<file path="config.mk">
export PLATFORM = sky130hd
export DESIGN_NAME = pcc_stream_acc
export DESIGN_NICKNAME = d
export VERILOG_FILES = /design/src/rtl/pcc_stream_acc.sv
export SDC_FILE = /design/constraint.sdc
export NUM_CORES = 1
export LEC_CHECK = 0
export ABC_AREA = 1
export ABC_CLOCK_PERIOD_IN_PS = 3500
export CAP_MARGIN = 20
export CORE_UTILIZATION = 45
export CTS_CLUSTER_DIAMETER = 120
export CTS_CLUSTER_SIZE = 12
export DETAILED_ROUTE_END_ITERATION = 8
export GPL_TIMING_DRIVEN = 0
export PLACE_DENSITY = 0.73
export SLEW_MARGIN = 10
export SYNTH_ARGS = -nofsm -noshare
export SYNTH_HDL_FRONTEND = slang
export SYNTH_SLANG_ARGS = --single-unit
</file>
<file path="constraint.sdc">
create_clock -name clk -period 3.5 [get_ports clk]
set_input_delay 0.875 -clock clk [delete_from_list [all_inputs] [get_ports clk]]
set_output_delay 0.875 -clock clk [all_outputs]
set_load 0.005 [all_outputs]
</file>
<file path="src/rtl/pcc_stream_acc.sv">
// Streaming positive/negative popcount comparator: accumulates BEATS beats of
// saturating popcounts, then presents one registered decision over valid/ready.
module pcc_sat_acc #(
  parameter int IN_W  = 4,
  parameter int ACC_W = 4
) (
  input  logic             clk,
  input  logic             rst,
  input  logic             i_clr,
  input  logic             i_en,
  input  logic [IN_W-1:0]  i_vec,
  output logic [ACC_W-1:0] o_acc_nxt,
  output logic             o_sat_nxt
);
  localparam int CW = $clog2(IN_W + 1);
  localparam int SW = ((CW > ACC_W) ? CW : ACC_W) + 1;
  localparam logic [SW-1:0] MAX = SW'((1 << ACC_W) - 1);

  logic [ACC_W-1:0] r_acc;
  logic             r_sat;
  logic [CW-1:0]    w_pop;
  logic [SW-1:0]    w_sum;
  logic             w_clamp;

  always_comb begin
    w_pop = '0;
    for (int i = 0; i < IN_W; i++) w_pop = w_pop + CW'(i_vec[i]);
  end

  assign w_sum     = SW'(r_acc) + SW'(w_pop);
  assign w_clamp   = w_sum > MAX;
  assign o_acc_nxt = w_clamp ? MAX[ACC_W-1:0] : w_sum[ACC_W-1:0];
  assign o_sat_nxt = r_sat | w_clamp;

  always_ff @(posedge clk) begin
    if (rst || i_clr) begin
      r_acc <= '0;
      r_sat <= 1'b0;
    end else if (i_en) begin
      r_acc <= o_acc_nxt;
      r_sat <= o_sat_nxt;
    end
  end
endmodule

module pcc_stream_acc #(
  parameter int POS_W = 2,
  parameter int NEG_W = 4,
  parameter int BEATS = 4,
  parameter int ACC_W = 4,
  parameter int BIAS  = 0
) (
  input  logic             clk,
  input  logic             rst,
  input  logic             in_valid,
  output logic             in_ready,
  input  logic [POS_W-1:0] in_pos,
  input  logic [NEG_W-1:0] in_neg,
  output logic             out_valid,
  input  logic             out_ready,
  output logic             outval,
  output logic [ACC_W-1:0] out_pos_cnt,
  output logic [ACC_W-1:0] out_neg_cnt,
  output logic             out_sat
);
  localparam int CNT_W = (BEATS > 1) ? $clog2(BEATS) : 1;

  typedef enum logic {S_ACC, S_OUT} state_t;
  state_t r_state, w_state_nxt;

  logic [CNT_W-1:0] r_cnt;
  logic             w_fire, w_last, w_done, w_cmp;
  logic [ACC_W-1:0] w_pos_nxt, w_neg_nxt;
  logic             w_pos_sat, w_neg_sat;

  assign w_fire = in_valid & in_ready;
  assign w_last = (r_cnt == CNT_W'(BEATS - 1));
  assign w_done = (r_state == S_OUT) & out_ready;

  pcc_sat_acc #(.IN_W(POS_W), .ACC_W(ACC_W)) u_pos (
    .clk(clk), .rst(rst), .i_clr(w_done), .i_en(w_fire), .i_vec(in_pos),
    .o_acc_nxt(w_pos_nxt), .o_sat_nxt(w_pos_sat)
  );
  pcc_sat_acc #(.IN_W(NEG_W), .ACC_W(ACC_W)) u_neg (
    .clk(clk), .rst(rst), .i_clr(w_done), .i_en(w_fire), .i_vec(in_neg),
    .o_acc_nxt(w_neg_nxt), .o_sat_nxt(w_neg_sat)
  );

  // Decision is taken on the post-update accumulators of the final beat; ties win.
  assign w_cmp = ({1'b0, w_pos_nxt} + (ACC_W + 1)'(BIAS)) >= {1'b0, w_neg_nxt};

  always_ff @(posedge clk) begin
    if (rst) r_state <= S_ACC;
    else     r_state <= w_state_nxt;
  end

  always_comb begin
    w_state_nxt = r_state;
    in_ready    = 1'b0;
    out_valid   = 1'b0;
    case (r_state)
      S_ACC: begin
        in_ready = ~rst;
        if (w_fire && w_last) w_state_nxt = S_OUT;
      end
      S_OUT: begin
        out_valid = 1'b1;
        if (out_ready) w_state_nxt = S_ACC;
      end
      default: w_state_nxt = S_ACC;
    endcase
  end

  always_ff @(posedge clk) begin
    if (rst || w_done)                r_cnt <= '0;
    else if (w_fire && w_last)        r_cnt <= '0;
    else if (w_fire)                  r_cnt <= r_cnt + 1'b1;
  end

  always_ff @(posedge clk) begin
    if (rst) begin
      outval      <= 1'b0;
      out_pos_cnt <= '0;
      out_neg_cnt <= '0;
      out_sat     <= 1'b0;
    end else if (w_fire && w_last) begin
      outval      <= w_cmp;
      out_pos_cnt <= w_pos_nxt;
      out_neg_cnt <= w_neg_nxt;
      out_sat     <= w_pos_sat | w_neg_sat;
    end
  end
endmodule

</file>
==> flow_metrics.env, run 1 <==
export IMPL_reg2reg_to="outval"
export IMPL_critPathKind="primary input to flip-flop"
export IMPL_vdd_drop_max_uv=250
export IMPL_stdcell_area_um2=1620
export IMPL_min_delay_start="u_pos.r_sat"
export IMPL_rrSetupSlack_ns=1.00
export IMPL_skew_ns=0.00503
export IMPL_synth_top_area_share_pct=36.9
export IMPL_clockBufferDepth=2
export IMPL_fp_dieH_um=54.7
export IMPL_synth_area_um2=1250
export IMPL_insertion_delay_ns=0.31
export IMPL_setup_viol=0
export IMPL_synthTopCellsByArea="dfxtp_1, ha_1, nand2_1"
export IMPL_gp_congestion=0.756
export IMPL_period_minus_slack_ns=3.39
export IMPL_drv_slew=0
export IMPL_maxCapViolCount=0
export IMPL_grt_start_max_net_pins=13
export IMPL_cts_root_buf="clkbuf_4"
export IMPL_netlist_instances=156
export IMPL_die_area_um2=2990
export IMPL_portBuffers=21
export IMPL_ys_warn_count=0
export IMPL_cp_end_kind="flip-flop"
export IMPL_ioPinCount=22
export IMPL_layout_area_overhead_vs_synth_pct=29.7
export IMPL_cpPeakStageDelay_ns=0.49
export IMPL_worst_slack_ns=0.106
export IMPL_period_share_pct=97.0
export IMPL_coreArea_um2=2540
export IMPL_route_detailed_drc=0
export IMPL_synth_cell_types=23
export IMPL_overflow=0
export IMPL_cts_tree="built"
export IMPL_rsz0062_at_grt="false"
export IMPL_cts_sinks=23
export IMPL_numCtsBuffers=3
export IMPL_worstMarginPinSlew_ns=0.327
export IMPL_cp_max_fo=3
export IMPL_slowest_stage="fa_1"
export IMPL_ff2ff_path_depth=12
export IMPL_wl_um=2710
export IMPL_track_usage_pct=20.8
export IMPL_num_vias=1104
export IMPL_synthesis_nets=180
export IMPL_status="completed"
export IMPL_fill_cells=204
export IMPL_clk_pin_slew_worst_paths_ns=0.12
export IMPL_ctsHtreeMaxLevel=1
export IMPL_antenna_found_initial=0
export IMPL_avgRoutedWirePerCell_um=12.6
export IMPL_dp_hpwl_um=2040
export IMPL_timing_fmax_ghz=0.295
export IMPL_r2r_start="u_pos.r_acc[0]"
export IMPL_postCtsHoldBufs=0
export IMPL_cp_required_ns=3.70
export IMPL_final_layout_size_suffix_gt1_share_pct=18.4
export IMPL_arrival_ns=3.59
export IMPL_relSlewSlack_pct=78.1
export IMPL_die_x_um=54.7
export IMPL_cp_endpoint="outval"
export IMPL_synth_top_cell_by_area="dfxtp_1"
export IMPL_antenna_left=0
export IMPL_p_leak_nw=0.753
export IMPL_crit_path_start_kind="primary input"
export IMPL_hold_class="flip-flop to flip-flop"
export IMPL_start_util_pct=49.1
export IMPL_grt_pass1_vias=1030
export IMPL_syn_area_per_cell_um2=8.00
export IMPL_place_ws_ns=-0.614
export IMPL_synth_seq_area_share_pct=36.9
export IMPL_power_density_nw_per_um2=352
export IMPL_drt_first_pass_iters=4
export IMPL_finalHoldViolations=0
export IMPL_crit_path_cell_trace="dlygate4sd2_1 -> ha_1 -> inv_2 -> fa_1 -> inv_1 -> ha_2 -> fa_2 -> or2_4 -> a21oi_4 -> ha_4 -> nand2_2 -> inv_1 -> nand2_1 -> nand3_2 -> nand2_1 -> a21oi_1"
export IMPL_setup_tns_ns=0
export IMPL_critical_path_startpoint="in_neg[1]"
export IMPL_nets=210
export IMPL_antenna_cells=0
export IMPL_placed_area_um2=1500
export IMPL_num_rows=18
export IMPL_synth_seq_cells=23
export IMPL_vias_per_cell=5.13
export IMPL_grt_pass1_wl_um=4370
export IMPL_drt_iter0_markers=22
## placed cells by master, fill, tap and decap left out
cell type / count
nand2_4: 2
fa_2: 1
nand3_1: 6
nor2_4: 1
clkdlybuf4s50_1: 19
xnor2_1: 1
xor2_1: 1
ha_4: 1
inv_1: 21
nand3_2: 1
clkbuf_4: 3
nor2_8: 1
nand2_2: 3
nand4_1: 2
o21ai_1: 1
o21ai_0: 11
dfxtp_1: 23
dlygate4sd2_1: 2
buf_4: 4
clkbuf_1: 1
nor2_2: 2
o21ai_2: 3
buf_6: 1
a31oi_1: 1
ha_1: 9
nand2_1: 27
a21oi_4: 2
inv_2: 3
inv_6: 1
nor2_1: 7
fa_1: 2
ha_2: 1
or2_2: 1
a21oi_2: 1
a21oi_1: 17
or2_4: 1
buf_8: 1
## synth_stat cells, drive strengths merged
master / number
a21oi: 20
a31oi: 1
buf: 2
dfxtp: 23
fa: 3
ha: 11
inv: 25
nand2: 32
nand3: 7
nand4: 2
nor2: 11
o21ai: 15
or2: 2
xnor2: 1
xor2: 1
## where the power goes
part / switching, mW / internal [mW] / leakage [nW]
logic: 0.0923 / 0.0784 / 0.551
clock network: 0.0778 / 0.0445 / 0.0150
registers: 0.00682 / 0.270 / 0.187
## cells by family (layout without fill, tap and decap cells)
family,after synthesis,in the layout,share of synthesized area (%)
AO/OA/AOI/OAI,36,36,15.4
AND/OR/NAND/NOR,54,54,20.4
XOR/XNOR,2,2,1.40
flip-flops,23,23,36.9
adder cells (fa/ha/maj),14,14,15.8
buffers and inverters,27,56,10.0
## area by class of cell
type                    instances  area [um^2]  share of cell area (%)
well taps                      30         37.5                    2.32
flip-flops and latches         23          460                    28.4
inverters                      25         98.8                    6.11
clock buffers                   4         26.3                    1.62
plain buffers                   2         26.3                    1.62
multi-input cells             106          732                    45.2
repair buffers                 25          238                    14.7
## sequential cells by signal (all words and copies together), names as in the netlist, 2 cells and up
| signal | flops |
|---|---|
| out_neg_cnt | 4 |
| out_pos_cnt | 4 |
| u_neg.r_acc | 4 |
| u_pos.r_acc | 4 |
| r_cnt | 2 |
## through the flow
step                      instances  utilization (%)  total power [mW]  hold slack (ns)
after floorplan                 156                -             0.374            0.427
after global placement          207             58.8             0.409            0.437
after detailed placement        207             58.8             0.418            0.450
after CTS                       215             63.6             0.570            0.468
after global routing            215             63.6             0.605            0.499
final                           215             63.6             0.570            0.471
## routing by layer
layer / global-route usage, % / part of all wire (%) / up-vias
li1: - / - / 566
met1: 24.3 / 43 / 505
met2: 37.8 / 50 / 29
met3: 3.33 / 4.8 / 4
met4: 6.84 / 1.7 / 0
met5: 0 / 0 / -
## what timing repair did
item	CTS	global route
cloned	0	0
setup buffers	4	0
endpoints found under the setup margin	1	1
pin swaps	12	0
gates resized for setup	19	1
## worst min-delay path by stage
stage	end	depth (start not counted)
2_1_floorplan	u_pos.r_sat	2
3_3_place_gp	u_pos.r_sat	2
3_5_place_dp	u_pos.r_sat	2
4_1_cts	u_pos.r_sat	2
5_1_grt	out_pos_cnt[1]	2
6_report	u_pos.r_sat	2
## worst max-delay path: cells and delay by family
family	cells	cell delay, ns
buffers and inverters	4	0.35
adders and majority gates	5	1.59
and+or+nand+nor	5	0.54
AOI/OAI and AO/OA	2	0.23
Power figures use the tool's default switching activity.
==> inputs of run 2 (changes only) <==
--- a/config.mk
+++ b/config.mk
@@ -8,12 +8,13 @@
 export ABC_AREA = 1
 export ABC_CLOCK_PERIOD_IN_PS = 3500
 export CAP_MARGIN = 20
-export CORE_UTILIZATION = 45
+export CORE_UTILIZATION = 46
 export CTS_CLUSTER_DIAMETER = 120
 export CTS_CLUSTER_SIZE = 12
 export DETAILED_ROUTE_END_ITERATION = 8
 export GPL_TIMING_DRIVEN = 0
-export PLACE_DENSITY = 0.73
+export MAX_ROUTING_LAYER = met4
+export PLACE_DENSITY = 0.74
 export SLEW_MARGIN = 10
 export SYNTH_ARGS = -nofsm -noshare
 export SYNTH_HDL_FRONTEND = slang
==> flow_metrics.env, run 2 (synthesis results as in run 1) <==
export IMPL_num_rows=18
export IMPL_numCtsBuffers=3
export IMPL_rrSetupSlack_ns=0.99
export IMPL_fin_util_pct=66.7
export IMPL_antenna_cells=0
export IMPL_layout_area_overhead_vs_synth_pct=34.7
export IMPL_setup_viol=0
export IMPL_cts_tree="built"
export IMPL_drt_first_pass_iters=4
export IMPL_coreArea_um2=2520
export IMPL_grt_pass1_wl_um=4640
export IMPL_grt_pass1_vias=1113
export IMPL_cts_root_buf="clkbuf_4"
export IMPL_setup_tns_ns=0
export IMPL_final_cell_mix="nand2_1, dfxtp_1, inv_1, clkdlybuf4s50_1, a21oi_1"
export IMPL_clockBufferDepth=2
export IMPL_drv_slew=0
export IMPL_finalNonFillerCells=216
export IMPL_final_layout_size_suffix_gt1_share_pct=22.0
export IMPL_period_minus_slack_ns=3.34
export IMPL_ioPinCount=22
export IMPL_switching_share_pct=31.8
export IMPL_power_density_nw_per_um2=350
export IMPL_overflow=0
export IMPL_place_ws_ns=-0.610
export IMPL_track_usage_pct=23.5
export IMPL_die_x_um=54.1
export IMPL_num_vias=1164
export IMPL_cp_max_fo=3
export IMPL_antenna_left=0
export IMPL_insertion_delay_ns=0.32
export IMPL_avgRoutedWirePerCell_um=13.9
export IMPL_crit_path_start_kind="primary input"
export IMPL_placed_cells=207
export IMPL_period_share_pct=95.3
export IMPL_p_leak_nw=0.775
export IMPL_cp_end_kind="flip-flop"
export IMPL_finalHoldViolations=0
export IMPL_start_util_pct=49.5
export IMPL_arrival_ns=3.54
export IMPL_worst_slack_ns=0.165
export IMPL_p_clk_share_pct=21.7
export IMPL_sequentialPowerShare_pct=47.2
export IMPL_vias_per_cell=5.39
export IMPL_drt_iter0_markers=16
export IMPL_p_int_mw=0.401
export IMPL_skew_ns=0.00608
export IMPL_route_detailed_drc=0
export IMPL_maxCapViolCount=0
export IMPL_critPathKind="primary input to flip-flop"
export IMPL_whs_ns=0.472
export IMPL_worstMarginPinSlew_ns=0.408
export IMPL_final_common_cell="nand2_1"
export IMPL_ctsHtreeMaxLevel=1
export IMPL_gp_congestion=0.822
export IMPL_cp_required_ns=3.71
export IMPL_die_area_um2=2930
export IMPL_hold_class="flip-flop to flip-flop"
export IMPL_relSlewSlack_pct=72.5
export IMPL_fp_dieH_um=54.1
export IMPL_cts_sinks=23
export IMPL_vdd_drop_max_uv=239
export IMPL_wl_um=3000
export IMPL_dp_hpwl_um=2010
export IMPL_antenna_found_initial=0
export IMPL_status="completed"
export IMPL_p_sw_mw=0.187
export IMPL_portBuffers=21
export IMPL_nets=211
export IMPL_clk_pin_slew_worst_paths_ns=0.13
export IMPL_grt_start_max_net_pins=13
export IMPL_timing_fmax_ghz=0.300
export IMPL_rsz0062_at_grt="false"
export IMPL_combinationalPowerShare_pct=31.1
==> run 2: metal layers <==
| metal | GRT usage (%) | up-vias | routed length, um |
|---|---|---|---|
| li1 | - | 566 | - |
| met1 | 26.2 | 552 | 1320 |
| met2 | 40.5 | 38 | 1470 |
| met3 | 3.39 | 8 | 119 |
| met4 | 12.0 | 0 | 86 |
| met5 | - | - | 0 |
==> run 2: area by class of cell <==
cell class / instances / area, um^2
Fill cell: 210 / 841
Clock buffer: 4 / 26.3
Inverter: 25 / 98.8
Tap cell: 30 / 37.5
Sequential cell: 23 / 460
Timing Repair Buffer: 26 / 253
Buffer: 2 / 26.3
Multi-Input combinational cell: 106 / 779
==> run 2: metrics by stage <==
step	total power, mW	instance area, um^2
floorplan	0.374	1250
global placement	0.405	1500
detailed placement	0.412	1500
CTS	0.557	1590
global route	0.626	1680
finish	0.588	1680
==> run 2: power groups by stage <==
stage / logic (mW) / registers (mW) / clock network, mW
floorplan: 0.0932 / 0.281 / 0
global placement: 0.123 / 0.282 / 0
detailed placement: 0.130 / 0.282 / 0
CTS: 0.151 / 0.276 / 0.130
global route: 0.205 / 0.279 / 0.143
finish: 0.183 / 0.277 / 0.128
==> run 2: repair_timing <==
action,in CTS,in global routing
setup buffers,1,4
gates resized for setup,12,15
hold buffers,0,0
pin swaps,3,10
cloned,0,0
setup endpoints to repair,1,1
==> run 2: worst paths after layout <==
path | end | start | cells after the start
max | outval | in_neg[2] | 15
min | out_pos_cnt[1] | out_pos_cnt[1] | 2
max reg2reg | outval | u_pos.r_acc[0] | 12
min reg2reg | out_pos_cnt[1] | out_pos_cnt[1] | 2
==> run 2: worst max-delay path: stages <==
cell	delay, ns
clkdlybuf4s50_1	0.45
inv_1	0.05
fa_1	0.55
inv_2	0.05
ha_4	0.16
fa_2	0.38
or2_4	0.28
a21oi_4	0.19
ha_4	0.22
nand2_1	0.06
inv_1	0.04
nand2_1	0.06
nand3_2	0.06
nand2_2	0.06
a21oi_2	0.04
